`src/rtl/cpu_mem_responder.sv`:
```
// Memory-side responder: arbitrates fetch and LSQ requests onto one downstream pmem port.
// Optional macro ARB_RR_EN selects round-robin tie-breaking instead of fixed LSQ priority.
module cpu_mem_responder #(
  parameter int width = 32
) (
  input  logic                 clk,
  input  logic                 rst,
  input  logic                 i_mem_read,
  input  logic                 i_mem_write,
  input  logic [width/8-1:0]   i_mem_byte_enable,
  input  logic [width-1:0]     i_mem_address,
  input  logic [width-1:0]     i_mem_wdata,
  output logic                 i_mem_resp,
  output logic [width-1:0]     i_mem_rdata,
  input  logic                 lsq_mem_read,
  input  logic                 lsq_mem_write,
  input  logic [width/8-1:0]   lsq_mem_byte_enable,
  input  logic [width-1:0]     lsq_mem_address,
  input  logic [width-1:0]     lsq_mem_wdata,
  output logic                 lsq_mem_resp,
  output logic [width-1:0]     lsq_mem_rdata,
  output logic                 pmem_read,
  output logic                 pmem_write,
  output logic [width/8-1:0]   pmem_byte_enable,
  output logic [width-1:0]     pmem_address,
  output logic [width-1:0]     pmem_wdata,
  input  logic                 pmem_resp,
  input  logic [width-1:0]     pmem_rdata
);

  localparam int BeW = width / 8;

`ifdef ARB_RR_EN
  localparam bit RrEn = 1'b1;
`else
  localparam bit RrEn = 1'b0;
`endif

  typedef enum logic [1:0] {IDLE, BUSY, RESP} state_e;
  typedef enum logic {GRANT_LSQ, GRANT_FETCH} grant_e;

  state_e           state_q;
  grant_e           grant_q;
  grant_e           last_grant_q;
  grant_e           grant_d;
  logic             pmem_read_q;
  logic             pmem_write_q;
  logic [BeW-1:0]   pmem_be_q;
  logic [width-1:0] pmem_addr_q;
  logic [width-1:0] pmem_wdata_q;
  logic             i_resp_q;
  logic             lsq_resp_q;
  logic [width-1:0] i_rdata_q;
  logic [width-1:0] lsq_rdata_q;
  logic             fetch_req;
  logic             lsq_req;

  assign fetch_req = i_mem_read | i_mem_write;
  assign lsq_req   = lsq_mem_read | lsq_mem_write;

  // Ties go to the LSQ unless round-robin is built in, then the port opposite the last winner wins.
  assign grant_d = (fetch_req && (!lsq_req || (RrEn && (last_grant_q == GRANT_LSQ))))
                   ? GRANT_FETCH : GRANT_LSQ;

  always_ff @(posedge clk or negedge rst) begin
    if (!rst) begin
      state_q      <= IDLE;
      grant_q      <= GRANT_LSQ;
      last_grant_q <= GRANT_LSQ;
      pmem_read_q  <= 1'b0;
      pmem_write_q <= 1'b0;
      pmem_be_q    <= '0;
      pmem_addr_q  <= '0;
      pmem_wdata_q <= '0;
      i_resp_q     <= 1'b0;
      lsq_resp_q   <= 1'b0;
      i_rdata_q    <= '0;
      lsq_rdata_q  <= '0;
    end else begin
      case (state_q)
        IDLE: begin
          if (fetch_req || lsq_req) begin
            state_q      <= BUSY;
            grant_q      <= grant_d;
            last_grant_q <= grant_d;
            // A simultaneous read and write is treated as a write.
            if (grant_d == GRANT_FETCH) begin
              pmem_addr_q  <= i_mem_address;
              pmem_wdata_q <= i_mem_wdata;
              pmem_be_q    <= i_mem_byte_enable;
              pmem_write_q <= i_mem_write;
              pmem_read_q  <= ~i_mem_write;
            end else begin
              pmem_addr_q  <= lsq_mem_address;
              pmem_wdata_q <= lsq_mem_wdata;
              pmem_be_q    <= lsq_mem_byte_enable;
              pmem_write_q <= lsq_mem_write;
              pmem_read_q  <= ~lsq_mem_write;
            end
          end
        end
        BUSY: begin
          if (pmem_resp) begin
            state_q      <= RESP;
            pmem_read_q  <= 1'b0;
            pmem_write_q <= 1'b0;
            pmem_be_q    <= '0;
            pmem_addr_q  <= '0;
            pmem_wdata_q <= '0;
            if (grant_q == GRANT_FETCH) begin
              i_resp_q  <= 1'b1;
              i_rdata_q <= pmem_write_q ? '0 : pmem_rdata;
            end else begin
              lsq_resp_q  <= 1'b1;
              lsq_rdata_q <= pmem_write_q ? '0 : pmem_rdata;
            end
          end
        end
        RESP: begin
          state_q     <= IDLE;
          i_resp_q    <= 1'b0;
          lsq_resp_q  <= 1'b0;
          i_rdata_q   <= '0;
          lsq_rdata_q <= '0;
        end
        default: state_q <= IDLE;
      endcase
    end
  end

  assign pmem_read        = pmem_read_q;
  assign pmem_write       = pmem_write_q;
  assign pmem_byte_enable = pmem_be_q;
  assign pmem_address     = pmem_addr_q;
  assign pmem_wdata       = pmem_wdata_q;
  assign i_mem_resp       = i_resp_q;
  assign i_mem_rdata      = i_rdata_q;
  assign lsq_mem_resp     = lsq_resp_q;
  assign lsq_mem_rdata    = lsq_rdata_q;

endmodule

```
`config.mk`:
```
export PLATFORM = sky130hd
export DESIGN_NAME = cpu_mem_responder
export DESIGN_NICKNAME = d
export VERILOG_FILES = /design/src/rtl/cpu_mem_responder.sv
export SDC_FILE = /design/constraint.sdc
export NUM_CORES = 1
export LEC_CHECK = 0
export CAP_MARGIN = 10
export CELL_PAD_IN_SITES_DETAIL_PLACEMENT = 1
export CELL_PAD_IN_SITES_GLOBAL_PLACEMENT = 1
export CORE_UTILIZATION = 31
export DETAILED_ROUTE_END_ITERATION = 10
export MAX_ROUTING_LAYER = met4
export PLACE_DENSITY_LB_ADDON = 0.2
export SLEW_MARGIN = 25
export SYNTH_ARGS = -nofsm -noshare
export SYNTH_HDL_FRONTEND = slang
export SYNTH_SLANG_ARGS = --single-unit
```
`constraint.sdc`:
```
create_clock -name clk -period 4.1 [get_ports clk]
set_input_delay 0.82 -clock clk [delete_from_list [all_inputs] [get_ports clk]]
set_output_delay 0.82 -clock clk [all_outputs]
set_load 0.02 [all_outputs]
```
==> reports/qor.yml, run 1 <==
run_status:
  status: "complete, no violations"
sta:
  final.setup_skew_ps: 13.3
  timing.final.crit_period_ps: 2680
  relSlewSlack_pct: 44.6
  final.setup.tns_ps: 0
  drv_slew: 0
  fmax_ghz: 0.374
  grt_setup_unrepaired: "no"
  worst_pin_slew_ps: 830
  min_period_over_period_pct: 65.3
  timing.hold.ws_ps: 466
  hold_viol: 0
  setup_viol: 0
routing:
  vias: 5759
  drtAntennaViolNets: 0
  vias_per_cell: 5.08
  drt-initial-drc-count: 280
  firstDrtPassIters: 6
  drt-total-wl_um: 21700
  drcViolationCount: 0
  wl_per_cell_um: 19.1
critical_path:
  startpoint_type: "input pin"
  endpoint_kind: "flip-flop"
  worstPathCellList: "clkdlybuf4s50_1 -> or4_1 -> a21oi_4 -> buf_4 -> a221o_1"
  crit-reg2reg-launch: "state_q[1]$_DFFE_PN0P_"
  reg2reg_slack_ps: 2000
  cp_max_fo: 68
  max_stage_delay_ps: 630
  ff2ff_path_depth: 4
  path_class: "in2reg"
  worstPathArrival_ps: 3020
  crit_slowest_cell: "or4_1"
  regToRegEndpoint: "pmem_wdata[24]$_DFFE_PN0P_"
  required_ps: 4440
synth:
  synth_edf_count: 0
  synthMuxAreaShare_pct: 0.356
  async_flop_share_pct: 100
  synthSimpleGateAreaFrac_pct: 19.9
  synth_seq_area_share_pct: 58.2
  ys_ff_latch: 139
  synth_top_family_by_area: "simple AND/OR/NAND/NOR gates"
  postSynth.topFlopCell: "dfrtp_1"
  syn_area_sq_mm: 0.00598
  synth_adder_area_share_pct: 0
  synthXorXnorAreaFrac_pct: 0
  synth_compound_area_share_pct: 17.6
  yosys_warnings: 0
  syn-num-nets: 750
  yosys.cell_types.count: 29
  syn_area_per_cell_sq_um: 10.4
  synth_cells: 575
global_route:
  grt_pass1_vias: 6346
  grt_pass1_wl_um: 34000
  grt_max_degree: 86
  overflow: 0
  grt_use_total_pct: 23.0
  antenna_found_initial: 0
pwr:
  peakVddDrop_mv: 0.277
  leakagePower_nw: 4.35
  power_density_mw_per_mm2: 748
clocking:
  cts_made_buffers: 17
  cts-htree-levels: 4
  cts_root_buffer: "clkbuf_16"
  cts.path.max_buffers: 2
  hold_buffers: 0
  postCtsSetupRepairBufs: 0
  tritoncts: "built"
  cts_resized: 0
  clk_latency_ps: 420
  cts_sinks: 139
  clk_pin_slew_ps: 60
final_layout:
  final_common_cell: "clkdlybuf4s50_1"
  antennaDiodeCount: 0
  stdcell_area_sq_mm: 0.00994
  area_growth_pct: 66.3
  final_nets: 1036
  postLayoutCoreUtil_pct: 52.8
  drive_gt1_share_pct: 5.72
  layout_common_cells: "clkdlybuf4s50_1 (309), dfrtp_1 (139), nand2_1 (130), and3_1 (68), a221o_1 (68)"
placed_design:
  place_hpwl_um: 15400
  place.gp.congestion: 0.783
  placed_area_sq_mm: 0.00930
  portBuffers: 310
floorplan:
  die_w_um: 141
  start_util_pct: 31.7
  core_sq_mm: 0.0188
  io_pins: 311
  placementRows: 50
  fp.dieArea_sq_mm: 0.0198
  die_h_um: 141
worst_hold_path:
  hold_class: "in2async"
job:
  cap_violations: 0
## report_power, final
part	leakage, nW	internal (mW)	switching [mW]	total [mW]
clock	0.304	1.06	0.618	1.68
combinational	2.24	1.59	1.85	3.44
sequential	1.81	1.95	0.369	2.32
## flip-flops by register name, indices dropped and copies added, names as in the netlist
| register | cells |
|---|---|
| grant_q | 1 |
| i_mem_rdata | 32 |
| i_mem_resp | 1 |
| lsq_mem_rdata | 32 |
| lsq_mem_resp | 1 |
| pmem_address | 32 |
| pmem_byte_enable | 4 |
| pmem_read | 1 |
| pmem_wdata | 32 |
| pmem_write | 1 |
| state_q | 2 |
## logic make-up (layout without fill, tap and decap cells)
group,after synthesis,in the layout
and+or+nand+nor,240,240
AOI/OAI and AO/OA,139,139
buffers and inverters,55,354
muxes,2,2
DFF,139,139
## synthesized netlist by cell type, drive strengths merged, types with 2 or more instances
master	number	area [sq um]
and3	68	425
a221o	68	681
a21oi	2	13.8
a21o	2	15.0
nand2	130	488
o21ai	65	325
clkbuf	42	159
inv	2	7.50
buf	11	71.3
nand2b	2	12.5
dfrtp	139	3480
nor2b	32	200
## critical path: cells and delay by family
family	cells	cell delay, ps
buffers and inverters	2	1090
AND/OR/NAND/NOR	1	630
AO/OA/AOI/OAI	2	460
## area by class of cell
class | count | area (sq um)
well taps | 260 | 325
clock buffers | 20 | 457
repair buffers | 320 | 3190
multi-input cells | 381 | 2300
clock inverters | 12 | 186
inverters | 2 | 7.51
flip-flops and latches | 139 | 3480
fillers | 2035 | 8890
## routing by layer
layer | wire [um] | GRT usage, %
met1 | 8510 | 24.2
met2 | 11100 | 40.2
met3 | 1520 | 7.37
met4 | 515 | 8.18
met5 | 0 | -
## worst max-delay path by stage
stage / cells past startpoint / startpoint / end
2_1_floorplan: 5 / lsq_mem_read / pmem_wdata[10]$_DFFE_PN0P_
3_3_place_gp: 5 / lsq_mem_read / pmem_address[17]$_DFFE_PN0P_
3_5_place_dp: 5 / lsq_mem_read / pmem_wdata[25]$_DFFE_PN0P_
4_1_cts: 5 / lsq_mem_read / pmem_wdata[24]$_DFFE_PN0P_
5_1_grt: 5 / lsq_mem_write / pmem_wdata[24]$_DFFE_PN0P_
6_report: 5 / lsq_mem_read / pmem_wdata[24]$_DFFE_PN0P_
## per-stage QoR
stage	power (mW)	cells	setup slack (ps)
global route	7.82	1134	1350
finish	7.43	1134	1420
floorplan	4.04	575	2040
global placement	5.70	1102	1060
detailed placement	5.81	1102	1010
CTS	7.52	1134	1430
(Power assumes the default switching activity.)
==> inputs of run 2 (changes only) <==
CORE_UTILIZATION = 29   (was 31)
clock period = 2.8 ns   (was 4.1 ns; I/O delays follow)
==> run 2 against run 1 <==
Compared with the run above:
- global-route usage decreased by 1.2 points
- first-iteration DRC count shrank 20%
- critical path depth is the same
- worst hold slack worse by 330 ps
- sequential share of layout area shrank 0.46 points
- register-to-register slack worse by 1100 ps
- clock skew shrank 4.3 ps
- largest power group unchanged
==> reports/qor.yml, run 2 (synthesis gave the netlist of run 1 again) <==
run_status:
  status: "complete, no violations"
pwr:
  switching_share_pct: 37.3  # -0.76 points
  switchingPower_mw: 4.13  # +46%
  p_clk_share_pct: 22.6  # about the same
  combinationalPowerShare_pct: 46.5  # +0.3 points
  leakagePower_nw: 4.40  # +1.2%
  intPower_mw: 6.93  # +51%
  power_density_mw_per_mm2: 1100  # +47%
  p_seq_share_pct: 30.9  # -0.3 points
  peakVddDrop_mv: 0.420  # +52%
job:
  cap_violations: 0  # unchanged
routing:
  drtAntennaViolNets: 0  # unchanged
  drt-initial-drc-count: 225  # -20%
  drt-total-wl_um: 22000  # +1.4%
  drcViolationCount: 0  # unchanged
  vias_per_cell: 4.94  # -2.7%
  wl_per_cell_um: 19.2  # +0.19%
  vias: 5670  # -1.5%
  firstDrtPassIters: 4  # -2
final_layout:
  fill_cells: 2199  # +8.1%
  final_nets: 1039  # +0.29%
  area_growth_pct: 68.5
  postLayoutCoreUtil_pct: 49.8  # -3.0 points
  final_common_cell: "clkdlybuf4s50_1"
  drive_gt1_share_pct: 6.04  # +0.32 points
  layout_common_cells: "clkdlybuf4s50_1 (309), dfrtp_1 (139), nand2_1 (130), and3_1 (68), a221o_1 (68)"
placed_design:
  portBuffers: 310  # unchanged
  place.gp.congestion: 0.831  # +6.1%
  place_hpwl_um: 16100  # +4.7%
  pre_cts_ws_ps: 250  # -765 ps
sta:
  hold_viol: 0  # unchanged
  final.setup_skew_ps: 9.00  # -4.26 ps
  relSlewSlack_pct: 55.0  # +10 points
  fmax_ghz: 0.469
  min_period_over_period_pct: 76.1
  grt_setup_unrepaired: "no"
  worst_pin_slew_ps: 676  # -155 ps
  timing.final.crit_period_ps: 2130
  final.setup.tns_ps: 0  # unchanged
  drv_slew: 0  # unchanged
  setup_viol: 0  # unchanged
  finalWorstSetupSlack_ps: 669  # -754 ps
critical_path:
  regToRegEndpoint: "pmem_wdata[31]$_DFFE_PN0P_"
  reg2reg_slack_ps: 950  # -1050 ps
  cp_max_fo: 41  # -40%
  startpoint_type: "input pin"
  required_ps: 3150  # -1290 ps
  endpoint_kind: "flip-flop"
  ff2ff_path_depth: 4  # unchanged
  worstPathArrival_ps: 2480  # -540 ps
  crit-reg2reg-launch: "state_q[1]$_DFFE_PN0P_"
  path_class: "in2reg"
global_route:
  grt_pass1_wl_um: 34500  # +1.6%
  grt_max_degree: 67  # -22%
  overflow: 0  # unchanged
  grt_pass1_vias: 6225  # -1.9%
  antenna_found_initial: 1  # +1
  grt_use_total_pct: 21.8  # -1.2 points
clocking:
  cts_resized: 0  # unchanged
  clk_pin_slew_ps: 60  # about the same
  hold_buffers: 0  # unchanged
  cts_made_buffers: 17  # unchanged
  cts.path.max_buffers: 2  # unchanged
  cts_sinks: 139  # unchanged
  clk_latency_ps: 410  # about the same
  postCtsSetupRepairBufs: 0  # unchanged
  cts_root_buffer: "clkbuf_16"
  tritoncts: "built"
  cts-htree-levels: 4  # unchanged
worst_hold_path:
  hold_class: "in2async"
floorplan:
  die_w_um: 146  # +3.3%
  fp.dieArea_sq_mm: 0.0212  # +6.8%
  placementRows: 52  # +4.0%
  die_h_um: 146  # +3.3%
  start_util_pct: 29.5  # -2.2 points
  core_sq_mm: 0.0202  # +7.5%
  io_pins: 311  # unchanged
run 2: final cells by class:
class,count,area (sq um),area share [%]
antenna,1,2.50,0.0248
timing repair buffer,323,3290,32.6
sequential,139,3480,34.5
multi-input combinational,381,2300,22.8
clock buffer,22,474,4.71
clock inverter,10,188,1.86
inverter,2,7.51,0.0745
tap,270,338,3.35
run 2: metrics by stage:
stage / instance area [sq um] / hold WS [ps] / cells / power (mW)
final: 10100 / 139 / 1148 / 11.1
after floorplan: 5980 / 264 / 575 / 5.92
after CTS: 10100 / 154 / 1147 / 11.2
after global placement: 9410 / 458 / 1115 / 8.45
after detailed placement: 9410 / 466 / 1115 / 8.65
after global routing: 10100 / 174 / 1148 / 11.7
run 2: power by group through the flow:
stage | clock, mW | combinational (mW) | sequential (mW)
6_report | 2.50 | 5.14 | 3.42
5_1_grt | 2.65 | 5.49 | 3.52
4_1_cts | 2.56 | 5.21 | 3.43
3_5_place_dp | 0 | 5.22 | 3.43
3_3_place_gp | 0 | 5.04 | 3.41
2_1_floorplan | 0 | 1.59 | 4.33
run 2: worst max path at each step:
stage	to	startpoint	slack [ps]	cells past startpoint
floorplan	pmem_wdata[10]$_DFFE_PN0P_	lsq_mem_read	1000	5
finish	pmem_wdata[31]$_DFFE_PN0P_	lsq_mem_read	670	5
CTS	pmem_byte_enable[3]$_DFFE_PN0P_	lsq_mem_read	700	5
global placement	pmem_wdata[12]$_DFFE_PN0P_	lsq_mem_read	320	5
detailed placement	pmem_byte_enable[3]$_DFFE_PN0P_	lsq_mem_read	250	5
global route	pmem_address[1]$_DFFE_PN0P_	lsq_mem_read	630	5
run 2: routing by layer:
metal / GRT usage, % / wire (um) / share of wire (%) / vias up
li1: - / - / - / 2628
met4: 8.26 / 545 / 2.5 / 0
met3: 6.96 / 1710 / 7.8 / 33
met5: - / 0 / 0 / -
met1: 23.9 / 8690 / 39 / 2783
met2: 36.8 / 11100 / 50 / 226
run 2: critical path, stage by stage:
cell,delay [ps]
clkdlybuf4s50_1,500
or4_1,640
a21oi_4,310
buf_12,250
a221o_1,180
